### src/rtl/rv32i_exec_core.sv
// RV32I decode/execute datapath: combinational decoder, 32x32 register file
// with asynchronous reads, and a single-cycle registered ALU.
module rv32i_exec_core (
   input  logic        clk,
   input  logic        rst,
   input  logic [31:0] insn,
   output logic [4:0]  opcode,
   output logic [3:0]  alu_op,
   output logic        invalid,
   output logic [4:0]  rd,
   output logic [4:0]  rs1,
   output logic [4:0]  rs2,
   output logic [31:0] imm,
   input  logic        rden,
   output logic [31:0] rs1_data,
   output logic [31:0] rs2_data,
   input  logic        wren,
   input  logic [4:0]  wr_addr,
   input  logic [31:0] wr_data,
   input  logic [3:0]  alu_op_in,
   input  logic [31:0] alu_a,
   input  logic [31:0] alu_b,
   output logic [31:0] alu_out
);

   localparam int unsigned XLEN  = 32;
   localparam int unsigned NREGS = 32;
   localparam int unsigned RAW   = 5;

   localparam logic [4:0] OPC_LOAD     = 5'b00000;
   localparam logic [4:0] OPC_MISC_MEM = 5'b00011;
   localparam logic [4:0] OPC_OP_IMM   = 5'b00100;
   localparam logic [4:0] OPC_AUIPC    = 5'b00101;
   localparam logic [4:0] OPC_STORE    = 5'b01000;
   localparam logic [4:0] OPC_OP       = 5'b01100;
   localparam logic [4:0] OPC_LUI      = 5'b01101;
   localparam logic [4:0] OPC_BRANCH   = 5'b11000;
   localparam logic [4:0] OPC_JALR     = 5'b11001;
   localparam logic [4:0] OPC_JAL      = 5'b11011;
   localparam logic [4:0] OPC_SYSTEM   = 5'b11100;

   localparam logic [3:0] ALU_ADD  = 4'b0000;
   localparam logic [3:0] ALU_SUB  = 4'b1000;
   localparam logic [3:0] ALU_SLL  = 4'b0001;
   localparam logic [3:0] ALU_SLT  = 4'b0010;
   localparam logic [3:0] ALU_SLTU = 4'b0011;
   localparam logic [3:0] ALU_XOR  = 4'b0100;
   localparam logic [3:0] ALU_SRL  = 4'b0101;
   localparam logic [3:0] ALU_SRA  = 4'b1101;
   localparam logic [3:0] ALU_OR   = 4'b0110;
   localparam logic [3:0] ALU_AND  = 4'b0111;

   logic [RAW-1:0]  f_rd, f_rs1, f_rs2;
   logic [2:0]      funct3;
   logic [XLEN-1:0] imm_i, imm_s, imm_b, imm_u, imm_j;

   assign opcode = insn[6:2];
   assign f_rd   = insn[11:7];
   assign f_rs1  = insn[19:15];
   assign f_rs2  = insn[24:20];
   assign funct3 = insn[14:12];

   assign imm_i = {{20{insn[31]}}, insn[31:20]};
   assign imm_s = {{20{insn[31]}}, insn[31:25], insn[11:7]};
   assign imm_b = {{19{insn[31]}}, insn[31], insn[7], insn[30:25], insn[11:8], 1'b0};
   assign imm_u = {insn[31:12], 12'b0};
   assign imm_j = {{11{insn[31]}}, insn[31], insn[19:12], insn[20], insn[30:21], 1'b0};

   // Decoder: unused register fields are forced to 0 so the sequencer can rely on them
   always_comb begin
      invalid = 1'b1;
      rd      = '0;
      rs1     = '0;
      rs2     = '0;
      imm     = '0;
      alu_op  = ALU_ADD;
      if (insn[1:0] == 2'b11) begin
         invalid = 1'b0;
         case (opcode)
            OPC_LUI, OPC_AUIPC: begin
               rd  = f_rd;
               imm = imm_u;
            end
            OPC_JAL: begin
               rd  = f_rd;
               imm = imm_j;
            end
            OPC_JALR, OPC_LOAD, OPC_SYSTEM: begin
               rd  = f_rd;
               rs1 = f_rs1;
               imm = imm_i;
            end
            OPC_MISC_MEM: begin
               rs1 = f_rs1;
               imm = imm_i;
            end
            OPC_BRANCH: begin
               rs1    = f_rs1;
               rs2    = f_rs2;
               imm    = imm_b;
               alu_op = ALU_SUB;
            end
            OPC_STORE: begin
               rs1 = f_rs1;
               rs2 = f_rs2;
               imm = imm_s;
            end
            OPC_OP_IMM: begin
               rd     = f_rd;
               rs1    = f_rs1;
               imm    = imm_i;
               alu_op = {(funct3 == 3'b101) ? insn[30] : 1'b0, funct3};
            end
            OPC_OP: begin
               rd     = f_rd;
               rs1    = f_rs1;
               rs2    = f_rs2;
               alu_op = {insn[30], funct3};
            end
            default: invalid = 1'b1;
         endcase
      end
   end

   logic [XLEN-1:0] regs_q [NREGS];

   // Register file: x0 is never written; reset wins over a concurrent write
   always_ff @(posedge clk) begin
      if (rst) begin
         for (int i = 0; i < int'(NREGS); i++) regs_q[i] <= '0;
      end else if (wren && (wr_addr != '0)) begin
         regs_q[wr_addr] <= wr_data;
      end
   end

   assign rs1_data = (rden && (rs1 != '0)) ? regs_q[rs1] : '0;
   assign rs2_data = (rden && (rs2 != '0)) ? regs_q[rs2] : '0;

   logic [XLEN-1:0] alu_d, alu_q;
   logic [4:0]      shamt;

   assign shamt = alu_b[4:0];

   always_comb begin
      alu_d = '0;
      case (alu_op_in)
         ALU_ADD:  alu_d = alu_a + alu_b;
         ALU_SUB:  alu_d = alu_a - alu_b;
         ALU_SLL:  alu_d = alu_a << shamt;
         ALU_SLT:  alu_d = XLEN'($signed(alu_a) < $signed(alu_b));
         ALU_SLTU: alu_d = XLEN'(alu_a < alu_b);
         ALU_XOR:  alu_d = alu_a ^ alu_b;
         ALU_SRL:  alu_d = alu_a >> shamt;
         ALU_SRA:  alu_d = XLEN'($signed(alu_a) >>> shamt);
         ALU_OR:   alu_d = alu_a | alu_b;
         ALU_AND:  alu_d = alu_a & alu_b;
         default:  alu_d = '0;
      endcase
   end

   always_ff @(posedge clk) begin
      if (rst) alu_q <= '0;
      else     alu_q <= alu_d;
   end

   assign alu_out = alu_q;

endmodule

### config.mk
export PLATFORM = sky130hd
export DESIGN_NAME = rv32i_exec_core
export DESIGN_NICKNAME = d
export VERILOG_FILES = /design/src/rtl/rv32i_exec_core.sv
export SDC_FILE = /design/constraint.sdc
export NUM_CORES = 2
export LEC_CHECK = 0
export CELL_PAD_IN_SITES_DETAIL_PLACEMENT = 1
export CELL_PAD_IN_SITES_GLOBAL_PLACEMENT = 2
export CORE_UTILIZATION = 42
export CTS_CLUSTER_DIAMETER = 40
export DETAILED_ROUTE_END_ITERATION = 8
export GPL_TIMING_DRIVEN = 0
export PLACE_DENSITY = 0.83
export SLEW_MARGIN = 5
export SYNTH_ARGS = -nofsm -noshare
export SYNTH_HDL_FRONTEND = slang
export SYNTH_SLANG_ARGS = --single-unit
### constraint.sdc
create_clock -name clk -period 6.8 [get_ports clk]
set_input_delay 1.02 -clock clk [delete_from_list [all_inputs] [get_ports clk]]
set_output_delay 1.02 -clock clk [all_outputs]
set_load 0.02 [all_outputs]
Yosys cells after proc, flatten, opt, wreduce, memory -nomap -nowiden
Memory sizes are Yosys's and may differ from the RTL's. Index checks and enable logic that the tools add are counted. W data, S select, Z words.

$lt $le $gt $ge: 2. Eq/ne operators: 21. Mux-type cells: 24. Add/subtract/negate cells: 2. Shift-type cells: 3. Bitwise operators: 3. Reduce and logical (&&, ||, !) cells: 15.

Operators by type and width (count): $pmux W32 S10 (1); $pmux W32 S5 (1); $mux W32 (4); $lt A32 B32 Y1 (2); $mux W5 (7); $add A32 B32 Y32 (1); $and A32 B32 Y32 (1); $or A32 B32 Y32 (1); $reduce_or A32 Y1 (1); $shl A32 B5 Y32 (1); $shr A32 B5 Y32 (1); $sshr A32 B5 Y32 (1); $sub A32 B32 Y32 (1); $xor A32 B32 Y32 (1); $eq A5 B5 Y1 const B (4); $eq A4 B3 Y1 const B (4); $reduce_or A8 Y1 (2); $eq A5 B4 Y1 const B (3); $reduce_bool A5 Y1 (3); $pmux W4 S3 (1); $reduce_or A11 Y1 (1); $eq A5 B3 Y1 const B (2); $mux W1 (9); $eq A4 B2 Y1 const B (2); other kinds (12) (15).

Logic and storage cells: 72. Output and inout bits: 153. Input port bits: 141. Bits in registers: 32. Memories kept: 1. Memory bits (writable): 1024.

Memories: regs_q (depth 32, bits a word 32, read ports 2, clocked after memory_dff 0, wr ports 32, RTL line 125) `logic [XLEN-1:0] regs_q [NREGS];`.

Logic depth before layout (Yosys ltp)
Depth in word-level cells: 7. Depth in mapped cells: 16.

Least setup slack after synthesis
No wires, ideal clock.

Path kind: input -> output. Start: input port insn[2]. End: output port rs1_data[22]. Data arrival time: 3.653 ns. Path slack: 2.127 ns. Stages: 10. Cell sequence: buf_4 -> or2_1 -> a21oi_4 -> o21a_2 -> nand2_1 -> inv_1 -> clkbuf_1 -> clkbuf_1 -> a311oi_1 -> o41ai_1.

Word-level cells in the longest chain between the ends: 7.

Ends and longest elaborated chain: from (decl) (RTL line 6) `input logic [31:0] insn,`; $eq A5 B3 Y1, or another cell as far along (RTL line 79) `case (opcode)`; $reduce_or A8 Y1 (no line) (*); $mux W5 (*) (RTL line 79); $mux W5 (*) (RTL line 77) `if (insn[1:0] == 2'b11) begin`; net rs1[2] (RTL line 11) `output logic [4:0] rs1,`; branches (longest 2 deep; another with $mem_v2 Z32 W32); $mux W32 (*) (RTL line 136) `assign rs1_data = (rden && (rs1 != '0)) ? regs_q[rs1] : '0;`; to (decl) (RTL line 15) `output logic [31:0] rs1_data,`.

Mark *: on every way through the listed nets, which the timed path passes.

Worst setup path after layout
Start: input port insn[3]. End: output port rs2_data[28].

Word-level cells in the longest chain between the ends: 7.

Ends and longest elaborated chain: $eq A5 B4 Y1 / $eq A5 B5 Y1 (equally long branches) (RTL line 79); $reduce_or A3 Y1 (no line) (*); $mux W5 (*) (RTL line 79); $mux W5 (*) (RTL line 77); branches (longest 2 deep; another with $mem_v2 Z32 W32); $mux W32 (*) (RTL line 137) `assign rs2_data = (rden && (rs2 != '0)) ? regs_q[rs2] : '0;`; to (decl) (RTL line 16) `output logic [31:0] rs2_data,`.

Mark *: on every way between the ends.

==> metrics.log <==
INFO  metric run_status = finished with violations
INFO  metric violations = setup timing
INFO  metric rows = 146
INFO  metric power_switching_share = 28.8%
INFO  metric setup_viol = 28
INFO  metric post_route_drc_violation_count = 0
INFO  metric clkSlewWorstSetupHoldPaths = 0.05 ns
INFO  metric post_synth_inst_count = 7635
INFO  metric min_setup_slack_post_route = -0.155 ns
INFO  metric cts.path.max_buffers = 3
INFO  metric cts_root_buf = clkbuf_16
INFO  metric post_dp_area = 73000 sq um
INFO  metric max_fo_critical_path = 10
INFO  metric avgSynthCellArea = 8.80 sq um
INFO  metric final_util = 51.0%
INFO  metric delay_heaviest_family_cp = buffers and inverters
INFO  metric groute.usage.overall = 47.0%
INFO  metric worst_setup_path_startpoint = insn[3]
INFO  metric groute.layer.met1.usage = 59.3%
INFO  metric ctsHtreeMaxLevel = 4
INFO  metric synth.top_cells.by_area = edfxtp_1, nand2_1, and2_1, nand3_1, a311oi_1
INFO  metric worst_hold_slack = 0.937 ns
INFO  metric synth-seq-area-share = 46.7%
INFO  metric antenna_violations_before_repair = 50
INFO  metric clock_sinks = 1056
INFO  metric cp_cell_sequence = clkdlybuf4s50_1 -> buf_2 -> nor2_4 -> and3_1 -> buf_2 -> nand2_8 -> buf_4 -> clkdlybuf4s18_2 -> nand2_1 -> nand3_1 -> a31oi_1 -> nand2_1 -> o311ai_1 -> a21oi_1 -> clkdlybuf4s50_1
INFO  metric ys_types = 95
INFO  metric die-area = 162000 sq um
INFO  metric synthArstFlopShare = 0%
INFO  metric comb_pwr_share = 11.9%
INFO  metric ir_drop = 0.000274 V
INFO  metric post_synth_instance_area = 67200 sq um
INFO  metric period_share = 102%
INFO  metric largest_net_degree_at_the_start_of_global_routing = 33
INFO  metric ys_dominant_reg_cell = edfxtp_1
INFO  metric die_height = 402 um
INFO  metric grt.overflow.total = 0
INFO  metric fp.dieW = 402 um
INFO  metric power_frac_clock = 50.1%
INFO  metric cp_launch_type = primary input
INFO  metric hold_start = wr_data[6]
INFO  metric synth.cells.most_frequent = nand2_1, edfxtp_1, and2_1
INFO  metric final_hold_viol_count = 0
INFO  metric max_cap_violations = 0
INFO  metric drt_first_iter_violations = 10200
INFO  metric drv_slew = 0
INFO  metric yosys.cell_count.top_type = nand2_1
INFO  metric fmax = 144 MHz
INFO  metric drt_pass1_iterations = 6
INFO  metric final_net_count = 8402
INFO  metric count_of_flip_flops_with_a_built_in_enable_after_synthesis = 1024
INFO  metric power_leakage = 30.7 nW
INFO  metric core_area = 159000 sq um
INFO  metric critical-path-max-stage-delay = 0.71 ns
INFO  metric dp_hpwl = 301 mm
INFO  metric period_needed = 6.95 ns
INFO  metric routed_wire_length_per_instance = 37.5 um
INFO  metric finalSetupTns = -1.75 ns
INFO  metric pwr_density_cell = 251 nW/um^2
INFO  metric vias_per_cell = 6.69
INFO  metric postSynthRegisterBits = 1056
INFO  metric antenna_left = 0
INFO  metric hp-class = primary input to flop
INFO  metric worstPathBufferInverterCount = 6
INFO  metric final_cell_area = 80900 sq um
INFO  metric tritoncts.num_buffers = 192
INFO  metric path_class = primary input to primary output
INFO  metric worstHoldPathCells = 2
INFO  metric req_time_crit_path = 5.78 ns
INFO  metric placement.io_buffers = 290
INFO  metric grt_use_met3 = 15.6%
INFO  metric arrival = 5.93 ns
INFO  metric grt_first_pass_wirelength = 532 mm
INFO  metric worst-slew-pin-transition = 1.41 ns
INFO  metric gr-max-usage-layer = met2
INFO  metric layout-area-overhead-vs-synth = 20.4%
INFO  metric timing.critical_path.slowest_stage_cell = clkdlybuf4s50_1
INFO  metric first_global_vias = 68300
INFO  metric yosys_warnings = 0
INFO  metric post-synth-top-area-fraction = 45.8%
INFO  metric cts-hold-fix-buffers = 0
INFO  metric internal_cell_power = 0.0145 W
INFO  metric p_switching = 0.00585 W
INFO  metric clock_tree_from_tritoncts = done
INFO  metric holdPathEnd = regs_q[6][6]$_SDFFCE_PN0P_
INFO  metric start_util = 42.4%
INFO  metric met2_usage = 70.3%
INFO  metric layout_cell_share_with_drive_strength_beyond_1 = 10.0%
INFO  metric num_io_pins = 294
INFO  metric via_count = 69800
INFO  metric totalWireLength = 391 mm
INFO  metric weighted_congestion_reported_at_the_end_of_routability_driven_placement = 1.11
INFO  metric kind_of_end_point_of_the_critical_path = primary output
INFO  metric power_frac_seq = 38.1%
INFO  metric relative_slew_slack = 5.95%
INFO  metric leading_area_contributor_after_synthesis = edfxtp_1
[power groups by stage]
stage / Clock, W / Sequential (W) / Combinational, W
floorplan: 0 / 0.00777 / 0.00115
global placement: 0 / 0.00782 / 0.00220
detailed placement: 0 / 0.00784 / 0.00224
CTS: 0.0101 / 0.00772 / 0.00227
global route: 0.0104 / 0.00776 / 0.00246
finish: 0.0102 / 0.00774 / 0.00241
[kinds of logic (layout without fill, tap and decap cells)]
family,Yosys count,count (layout),synth area share [%]
and+or+nand+nor,4092,4092,29.4
AOI/OAI and AO/OA,1401,1401,14.8
DFF,1056,1056,46.7
buffers and inverters,888,1549,5.37
adders and majority gates,99,99,1.87
muxes,85,85,1.61
xor gates and xnor gates,13,13,0.169
other,1,60,0.00558
[registers in the layout (all words and copies together) (netlist names)]
| register | count |
|---|---|
| alu_out | 32 |
| regs_q | 1024 |
[layout make-up]
cell class | instances | area (sq um)
clock buffers | 211 | 4920
flip-flops and latches | 1056 | 31400
plain buffers | 769 | 3540
clock inverters | 148 | 1830
fillers | 18200 | 77700
repair buffers | 306 | 3030
inverters | 115 | 439
multi-input cells | 5722 | 33100
diodes | 28 | 70.1
well taps | 2072 | 2590
[repair_timing]
action | 4_1_cts | 5_1_grt
pin swaps | 5 | 2
resized for setup | 297 | 108
hold endpoints to repair | 0 | 0
endpoints found under the setup margin | 65 | 56
buffers inserted | 1 | 0
[placed cells by master, fill, tap and decap left out, types with 119 or more instances in the layout]
cell             count
nand2_1           1794
edfxtp_1          1024
and2_1            1009
nand3_1            595
clkbuf_1           456
a21oi_1            321
a311oi_1           279
clkdlybuf4s50_1    273
and3_1             263
nor2_1             251
a211oi_1           214
clkbuf_16          193
buf_2              130
o21ai_0            119
[through the flow]
| stage | power (W) | instances | setup slack [ns] |
|---|---|---|---|
| global route | 0.0206 | 10400 | -0.00994 |
| detailed placement | 0.0101 | 10000 | -1.55 |
| CTS | 0.0201 | 10400 | -0.146 |
| floorplan | 0.00893 | 7666 | 2.13 |
| global placement | 0.0100 | 10000 | -2.06 |
| finish | 0.0203 | 10400 | -0.155 |
[worst max path at each step]
stage,to,slack [ns],cells past startpoint
after floorplan,rs1_data[22],2.13,10
after global placement,rs2_data[20],-2.06,12
after detailed placement,rs2_data[31],-1.55,13
after CTS,rs1_data[17],-0.15,13
after global routing,rs1_data[0],-0.01,16
final,rs2_data[28],-0.15,15
[layer usage]
layer / wire length, um / vias up
li1: - / 28500
met1: 145000 / 35000
met2: 168000 / 5093
met3: 52500 / 1192
met4: 25600 / 32
met5: 221 / -
No activity file was read; power rests on OpenSTA's default activity.
